--- src/rtl/ctrl_pipe.sv ---
// Control-bundle pipeline from ID through EX, MEM and WB: destination resolution,
// stall/flush bubbles, EX-stage forwarding selects and a retired-instruction counter.
module ctrl_pipe #(
  parameter int REG_W = 5,
  parameter int CNT_W = 32
) (
  input  logic             clk_i,
  input  logic             rst_n_i,
  input  logic             stall_i,
  input  logic             flush_i,
  input  logic             id_valid_i,
  input  logic             RegDst_i,
  input  logic [2:0]       ALUOp_i,
  input  logic             ALUSrc_i,
  input  logic             RegWrite_i,
  input  logic [REG_W-1:0] rs_i,
  input  logic [REG_W-1:0] rt_i,
  input  logic [REG_W-1:0] rd_i,
  output logic             ex_valid_o,
  output logic [2:0]       ex_ALUOp_o,
  output logic             ex_ALUSrc_o,
  output logic [1:0]       ex_fwdA_o,
  output logic [1:0]       ex_fwdB_o,
  output logic             mem_valid_o,
  output logic             mem_RegWrite_o,
  output logic [REG_W-1:0] mem_rd_o,
  output logic             wb_RegWrite_o,
  output logic [REG_W-1:0] wb_rd_o,
  output logic [CNT_W-1:0] retire_cnt_o
);

  logic             id_vld, id_alusrc, id_regwr;
  logic [2:0]       id_aluop;
  logic [REG_W-1:0] id_dest, id_rs, id_rt;

  logic             vld_p0, alusrc_p0, regwr_p0;
  logic [2:0]       aluop_p0;
  logic [REG_W-1:0] dest_p0, rs_p0, rt_p0;
  logic             vld_p1, regwr_p1;
  logic [REG_W-1:0] dest_p1;
  logic             vld_p2, regwr_p2;
  logic [REG_W-1:0] dest_p2;
  logic [CNT_W-1:0] retire_cnt;

  // MEM result wins over WB result; register 0 and bubbles never forward.
  function automatic logic [1:0] fwd_sel(input logic [REG_W-1:0] src);
    if (vld_p1 && regwr_p1 && (dest_p1 != '0) && (dest_p1 == src))
      return 2'b10;
    else if (vld_p2 && regwr_p2 && (dest_p2 != '0) && (dest_p2 == src))
      return 2'b01;
    else
      return 2'b00;
  endfunction

  always_comb begin
    id_vld    = id_valid_i;
    id_aluop  = id_valid_i ? ALUOp_i    : 3'b000;
    id_alusrc = id_valid_i ? ALUSrc_i   : 1'b0;
    id_regwr  = id_valid_i ? RegWrite_i : 1'b0;
    id_dest   = id_valid_i ? (RegDst_i ? rd_i : rt_i) : '0;
    id_rs     = id_valid_i ? rs_i : '0;
    id_rt     = id_valid_i ? rt_i : '0;
  end

  always_ff @(posedge clk_i or negedge rst_n_i) begin
    if (!rst_n_i) begin
      vld_p0     <= 1'b0;
      aluop_p0   <= 3'b000;
      alusrc_p0  <= 1'b0;
      regwr_p0   <= 1'b0;
      dest_p0    <= '0;
      rs_p0      <= '0;
      rt_p0      <= '0;
      vld_p1     <= 1'b0;
      regwr_p1   <= 1'b0;
      dest_p1    <= '0;
      vld_p2     <= 1'b0;
      regwr_p2   <= 1'b0;
      dest_p2    <= '0;
      retire_cnt <= '0;
    end else begin
      // ID -> EX: flush beats stall; stall holds EX
      if (flush_i) begin
        vld_p0    <= 1'b0;
        aluop_p0  <= 3'b000;
        alusrc_p0 <= 1'b0;
        regwr_p0  <= 1'b0;
        dest_p0   <= '0;
        rs_p0     <= '0;
        rt_p0     <= '0;
      end else if (!stall_i) begin
        vld_p0    <= id_vld;
        aluop_p0  <= id_aluop;
        alusrc_p0 <= id_alusrc;
        regwr_p0  <= id_regwr;
        dest_p0   <= id_dest;
        rs_p0     <= id_rs;
        rt_p0     <= id_rt;
      end
      // EX -> MEM: a plain stall leaves a bubble behind the held instruction
      if (flush_i || !stall_i) begin
        vld_p1   <= vld_p0;
        regwr_p1 <= regwr_p0;
        dest_p1  <= dest_p0;
      end else begin
        vld_p1   <= 1'b0;
        regwr_p1 <= 1'b0;
        dest_p1  <= '0;
      end
      // MEM -> WB
      vld_p2   <= vld_p1;
      regwr_p2 <= regwr_p1;
      dest_p2  <= dest_p1;
      // WB -> retire
      if (vld_p2)
        retire_cnt <= retire_cnt + CNT_W'(1);
    end
  end

  assign ex_valid_o     = vld_p0;
  assign ex_ALUOp_o     = aluop_p0;
  assign ex_ALUSrc_o    = alusrc_p0;
  assign ex_fwdA_o      = vld_p0 ? fwd_sel(rs_p0) : 2'b00;
  assign ex_fwdB_o      = vld_p0 ? fwd_sel(rt_p0) : 2'b00;
  assign mem_valid_o    = vld_p1;
  assign mem_RegWrite_o = regwr_p1;
  assign mem_rd_o       = dest_p1;
  assign wb_RegWrite_o  = vld_p2 & regwr_p2;
  assign wb_rd_o        = dest_p2;
  assign retire_cnt_o   = retire_cnt;

endmodule

--- config.mk ---
export PLATFORM = sky130hd
export DESIGN_NAME = ctrl_pipe
export DESIGN_NICKNAME = d
export VERILOG_FILES = /design/src/rtl/ctrl_pipe.sv
export SDC_FILE = /design/constraint.sdc
export NUM_CORES = 1
export LEC_CHECK = 0
export BUFFER_PORTS_ARGS = -buffer_cell sky130_fd_sc_hd__buf_2
export CAP_MARGIN = 40
export CORE_MARGIN = 3
export CORE_UTILIZATION = 47
export CTS_CLUSTER_DIAMETER = 150
export DETAILED_ROUTE_END_ITERATION = 6
export PLACE_DENSITY = 0.76
export SYNTH_ARGS = -nofsm -noshare
export SYNTH_HDL_FRONTEND = slang
export SYNTH_SLANG_ARGS = --single-unit
--- constraint.sdc ---
create_clock -name clk_i -period 1.7 [get_ports clk_i]
set_clock_uncertainty 0.15 [all_clocks]
set_input_delay 0.17 -clock clk_i [delete_from_list [all_inputs] [get_ports clk_i]]
set_output_delay 0.17 -clock clk_i [all_outputs]
set_load 0.05 [all_outputs]
==> run_summary.xml <==
<?xml version="1.0" encoding="UTF-8"?>
<metrics>
  <group name="run_status">
    <metric name="run_status" unit="">finished with violations</metric>
    <metric name="failing_checks" unit="">setup timing</metric>
  </group>
  <group name="place">
    <metric name="post-place-ws" unit="ps">-453</metric>
    <metric name="place_inst" unit="">450</metric>
    <metric name="buffer_ports.inserted" unit="">79</metric>
    <metric name="place_area" unit="mm^2">0.00406</metric>
    <metric name="dpl.hpwl" unit="um">5000</metric>
    <metric name="finalWeightedCongestion" unit="">0.889</metric>
  </group>
  <group name="route">
    <metric name="totalWireLength" unit="um">7980</metric>
    <metric name="remaining_drc_errors" unit="">0</metric>
    <metric name="vias_per_cell" unit="">5.10</metric>
    <metric name="route.antenna.remaining_nets" unit="">0</metric>
    <metric name="wl_per_cell" unit="um">16.2</metric>
    <metric name="num_vias" unit="">2518</metric>
    <metric name="detailedRoute.firstPassIterationCount" unit="">4</metric>
    <metric name="detailedRoute.firstIterationViolations" unit="">99</metric>
  </group>
  <group name="global_routing">
    <metric name="met1_usage" unit="%">27.7</metric>
    <metric name="grt_use_met2" unit="%">39.3</metric>
    <metric name="gr-usage-all-layers" unit="%">23.1</metric>
    <metric name="grt_first_pass_wirelength" unit="um">13000</metric>
    <metric name="grt_start_max_net_pins" unit="">68</metric>
    <metric name="use_met3" unit="%">5.34</metric>
    <metric name="first_global_vias" unit="">2707</metric>
    <metric name="grt-busiest-layer" unit="">met2</metric>
    <metric name="grt_antenna_before_repair" unit="">0</metric>
    <metric name="grt.overflow.total" unit="">0</metric>
  </group>
  <group name="critical_path">
    <metric name="timing.reg2reg.setup_slack" unit="ps">-60</metric>
    <metric name="critical_path_startpoint" unit="">vld_p2</metric>
    <metric name="worst_setup_path_start_kind" unit="">flip-flop</metric>
    <metric name="cp.required" unit="ps">1380</metric>
    <metric name="timing.rr.end" unit="">retire_cnt_o[21]</metric>
    <metric name="critical_path.cell_chain" unit="">and2_4 &gt; o211ai_1 &gt; or4_1 &gt; nor4_4 &gt; buf_6</metric>
    <metric name="cp_slowest_cell" unit="">sky130_fd_sc_hd__or4_1</metric>
    <metric name="cp-endpoint" unit="">ex_fwdA_o[0]</metric>
    <metric name="critical_path.max_stage_delay" unit="ps">590</metric>
    <metric name="worst-r2r-cell-count" unit="">5</metric>
    <metric name="worstReg2RegStart" unit="">retire_cnt_o[6]</metric>
    <metric name="end_kind" unit="">primary output</metric>
    <metric name="timing_worst_setup_path_type" unit="">flip-flop to primary output</metric>
    <metric name="cp.arrival" unit="ps">2080</metric>
    <metric name="timing.critical_path.fanout_max" unit="">2</metric>
  </group>
  <group name="final_layout">
    <metric name="final_cells" unit="">494</metric>
    <metric name="synthToLayoutAreaGrowth" unit="%">59.3</metric>
    <metric name="diodes" unit="">0</metric>
    <metric name="proportion_of_layout_cells_with_a_drive_suffix_above_1" unit="%">54.2</metric>
    <metric name="mostFrequentLayoutCell" unit="">sky130_fd_sc_hd__buf_2</metric>
    <metric name="filler_cell_count" unit="">382</metric>
    <metric name="layout.cells.most_common_list" unit="">sky130_fd_sc_hd__buf_2 (76), sky130_fd_sc_hd__buf_4 (58), sky130_fd_sc_hd__dfrtp_1 (35)</metric>
    <metric name="final_net_count" unit="">441</metric>
    <metric name="design_area" unit="mm^2">0.00471</metric>
    <metric name="utilization" unit="%">78.2</metric>
  </group>
  <group name="clock_network">
    <metric name="max-clock-path-buffers" unit="">2</metric>
    <metric name="clkSinkCount" unit="">67</metric>
    <metric name="root_buffer" unit="">sky130_fd_sc_hd__clkbuf_8</metric>
    <metric name="path_clk_slew" unit="ps">70</metric>
    <metric name="tritoncts.num_buffers" unit="">9</metric>
    <metric name="tritoncts" unit="">yes</metric>
    <metric name="cts-htree-levels" unit="">3</metric>
    <metric name="clk-insertion-delay-late" unit="ps">350</metric>
  </group>
  <group name="die">
    <metric name="die-width" unit="um">85.3</metric>
    <metric name="ios" unit="">80</metric>
    <metric name="floorplan.rows" unit="">28</metric>
    <metric name="initial_utilization" unit="%">49.1</metric>
    <metric name="die_y" unit="um">85.3</metric>
    <metric name="die_area" unit="mm^2">0.00728</metric>
    <metric name="coreArea" unit="mm^2">0.00603</metric>
  </group>
  <group name="pwr">
    <metric name="switching_power" unit="mW">1.20</metric>
    <metric name="worst_ir_drop_vdd" unit="mV">0.727</metric>
    <metric name="power_frac_clock" unit="%">37.2</metric>
    <metric name="cellPowerDensity" unit="mW/mm^2">857</metric>
    <metric name="switching_share" unit="%">29.8</metric>
    <metric name="power_frac_comb" unit="%">18.9</metric>
    <metric name="power.total" unit="mW">4.04</metric>
    <metric name="power.internal" unit="mW">2.84</metric>
    <metric name="register_share_of_total_power" unit="%">43.9</metric>
    <metric name="total_leakage_power" unit="nW">2.60</metric>
  </group>
  <group name="run">
    <metric name="max_cap_viol_count" unit="">0</metric>
  </group>
  <group name="sta">
    <metric name="setup_viol" unit="">17</metric>
    <metric name="setup_slack" unit="ps">-703</metric>
    <metric name="finalHoldViolCount" unit="">0</metric>
    <metric name="period_share" unit="%">141</metric>
    <metric name="rsz0062_at_grt" unit="">true</metric>
    <metric name="worst_slew_margin_relative_to_its_limit" unit="%">76.1</metric>
    <metric name="period_minus_slack" unit="ps">2400</metric>
    <metric name="worst_slew_pin_slew" unit="ps">356</metric>
    <metric name="fmaxAchievable" unit="MHz">416</metric>
    <metric name="timing_max_transition_violations_final" unit="">0</metric>
  </group>
  <group name="synthesis">
    <metric name="synth-seq-cells" unit="">67</metric>
    <metric name="ys_warn_count" unit="">0</metric>
    <metric name="synth_sequential_area_ratio" unit="%">56.7</metric>
    <metric name="synthesis.instances" unit="">246</metric>
    <metric name="post_synth_instance_area" unit="mm^2">0.00296</metric>
    <metric name="post_synth.cell_area_avg" unit="um^2">12.0</metric>
    <metric name="syn_nets" unit="">273</metric>
    <metric name="synth_cell_types" unit="">31</metric>
    <metric name="synth_top_cell_by_area" unit="">sky130_fd_sc_hd__dfrtp_1</metric>
    <metric name="synth.area.top_cells" unit="">sky130_fd_sc_hd__dfrtp_1 (57%), sky130_fd_sc_hd__xor2_1 (9.2%), sky130_fd_sc_hd__xnor2_1 (5.9%)</metric>
    <metric name="yosys.area.top_type_share" unit="%">56.7</metric>
  </group>
  <group name="worst_hold_path">
    <metric name="worstHoldPathType" unit="">input port to flip-flop</metric>
  </group>
</metrics>
==> cell usage after synthesis <==
library cell               count
sky130_fd_sc_hd__a22o_1       15
sky130_fd_sc_hd__and2_1        4
sky130_fd_sc_hd__and3_1        1
sky130_fd_sc_hd__and4_1        6
sky130_fd_sc_hd__buf_1         1
sky130_fd_sc_hd__buf_2         1
sky130_fd_sc_hd__buf_6         1
sky130_fd_sc_hd__clkbuf_1      5
sky130_fd_sc_hd__dfrtp_1      67
sky130_fd_sc_hd__ha_1          1
sky130_fd_sc_hd__inv_1         6
sky130_fd_sc_hd__mux2_2        1
sky130_fd_sc_hd__mux2i_1       5
sky130_fd_sc_hd__nand2_1      19
sky130_fd_sc_hd__nand3_1       9
sky130_fd_sc_hd__nand4_1       5
sky130_fd_sc_hd__nand4_2       1
sky130_fd_sc_hd__nor2_1        6
sky130_fd_sc_hd__nor2b_1       8
sky130_fd_sc_hd__nor3_1        3
sky130_fd_sc_hd__nor3_2        8
sky130_fd_sc_hd__nor3b_1       2
sky130_fd_sc_hd__nor4_1        4
sky130_fd_sc_hd__nor4_2        2
sky130_fd_sc_hd__o211ai_1      2
sky130_fd_sc_hd__o21ai_0       5
sky130_fd_sc_hd__or3_1         1
sky130_fd_sc_hd__or3b_2        1
sky130_fd_sc_hd__or4_1         5
sky130_fd_sc_hd__xnor2_1      20
sky130_fd_sc_hd__xor2_1       31
==> registers in the layout, indices dropped and copies added (netlist names), 3 cells and up <==
register      flops
retire_cnt_o     32
rt_p0             5
ex_ALUOp_o        3
wb_rd_o           5
mem_rd_o          5
dest_p0           5
rs_p0             5
==> metal layers <==
metal | vias to the layer above | wire, um
met4 | 0 | 207
met5 | - | 0
li1 | 1193 | -
met1 | 1235 | 3150
met2 | 73 | 4200
met3 | 17 | 433
==> per-stage QoR <==
stage	hold slack (ps)	setup TNS [ps]
floorplan	-276	-5880
global placement	64.1	-1780
detailed placement	69.8	-2100
CTS	55.1	-3890
global route	100	-4570
finish	74.9	-3010
==> what timing repair did <==
| item | in CTS | in global routing |
|---|---|---|
| endpoints found under the hold margin | 87 | 0 |
| setup buffers | 2 | 4 |
| resized for setup | 23 | 6 |
| setup endpoints to repair | 19 | 23 |
| hold buffers | 21 | 0 |
| pin swaps | 23 | 11 |
| cloned | 1 | 0 |
==> logic make-up (layout without fill, tap and decap cells) <==
group / after synthesis / in the layout / share of synthesized area, %
muxes: 6 / 6 / 2.07
xor gates and xnor gates: 51 / 51 / 15.1
DFF: 67 / 67 / 56.7
and+or+nand+nor: 85 / 85 / 17.9
buffers and inverters: 14 / 187 / 2.07
adders and majority gates: 1 / 1 / 0.423
AOI/OAI and AO/OA: 22 / 22 / 5.79
==> power by group through the flow <==
stage | Clock [mW] | Combinational [mW] | Sequential [mW]
global route | 1.59 | 0.814 | 1.78
global placement | 0 | 0.688 | 1.79
detailed placement | 0 | 0.704 | 1.79
floorplan | 0 | 0.156 | 2.05
finish | 1.50 | 0.763 | 1.77
CTS | 1.51 | 0.751 | 1.76
==> area by class of cell <==
| type | instances | area (um^2) | share of cell area (%) |
|---|---|---|---|
| clock inverters | 6 | 88.8 | 1.88 |
| repair buffers | 165 | 1180 | 25.0 |
| multi-input cells | 165 | 1480 | 31.4 |
| clock buffers | 10 | 138 | 2.92 |
| flip-flops and latches | 67 | 1720 | 36.4 |
| well taps | 75 | 93.8 | 1.99 |
| inverters | 6 | 22.5 | 0.478 |
==> worst min-delay path by stage <==
stage | startpoint | end | slack (ps) | depth (start not counted)
after floorplan | rst_n_i | dest_p0[0] | -280 | 0
after global routing | stall_i | ex_valid_o | 100 | 3
after detailed placement | rst_n_i | retire_cnt_o[29] | 70 | 2
final | stall_i | ex_valid_o | 70 | 3
after CTS | stall_i | ex_valid_o | 60 | 3
after global placement | rst_n_i | retire_cnt_o[29] | 60 | 2
==> worst max-delay path: cells and delay by family (launching register included) <==
| family | cells | cell delay (ps) |
|---|---|---|
| AOI/OAI and AO/OA | 1 | 120 |
| buffers and inverters | 1 | 190 |
| DFF | 1 | 370 |
| and+or+nand+nor | 3 | 1060 |
No activity file was read; power rests on OpenSTA's default activity.
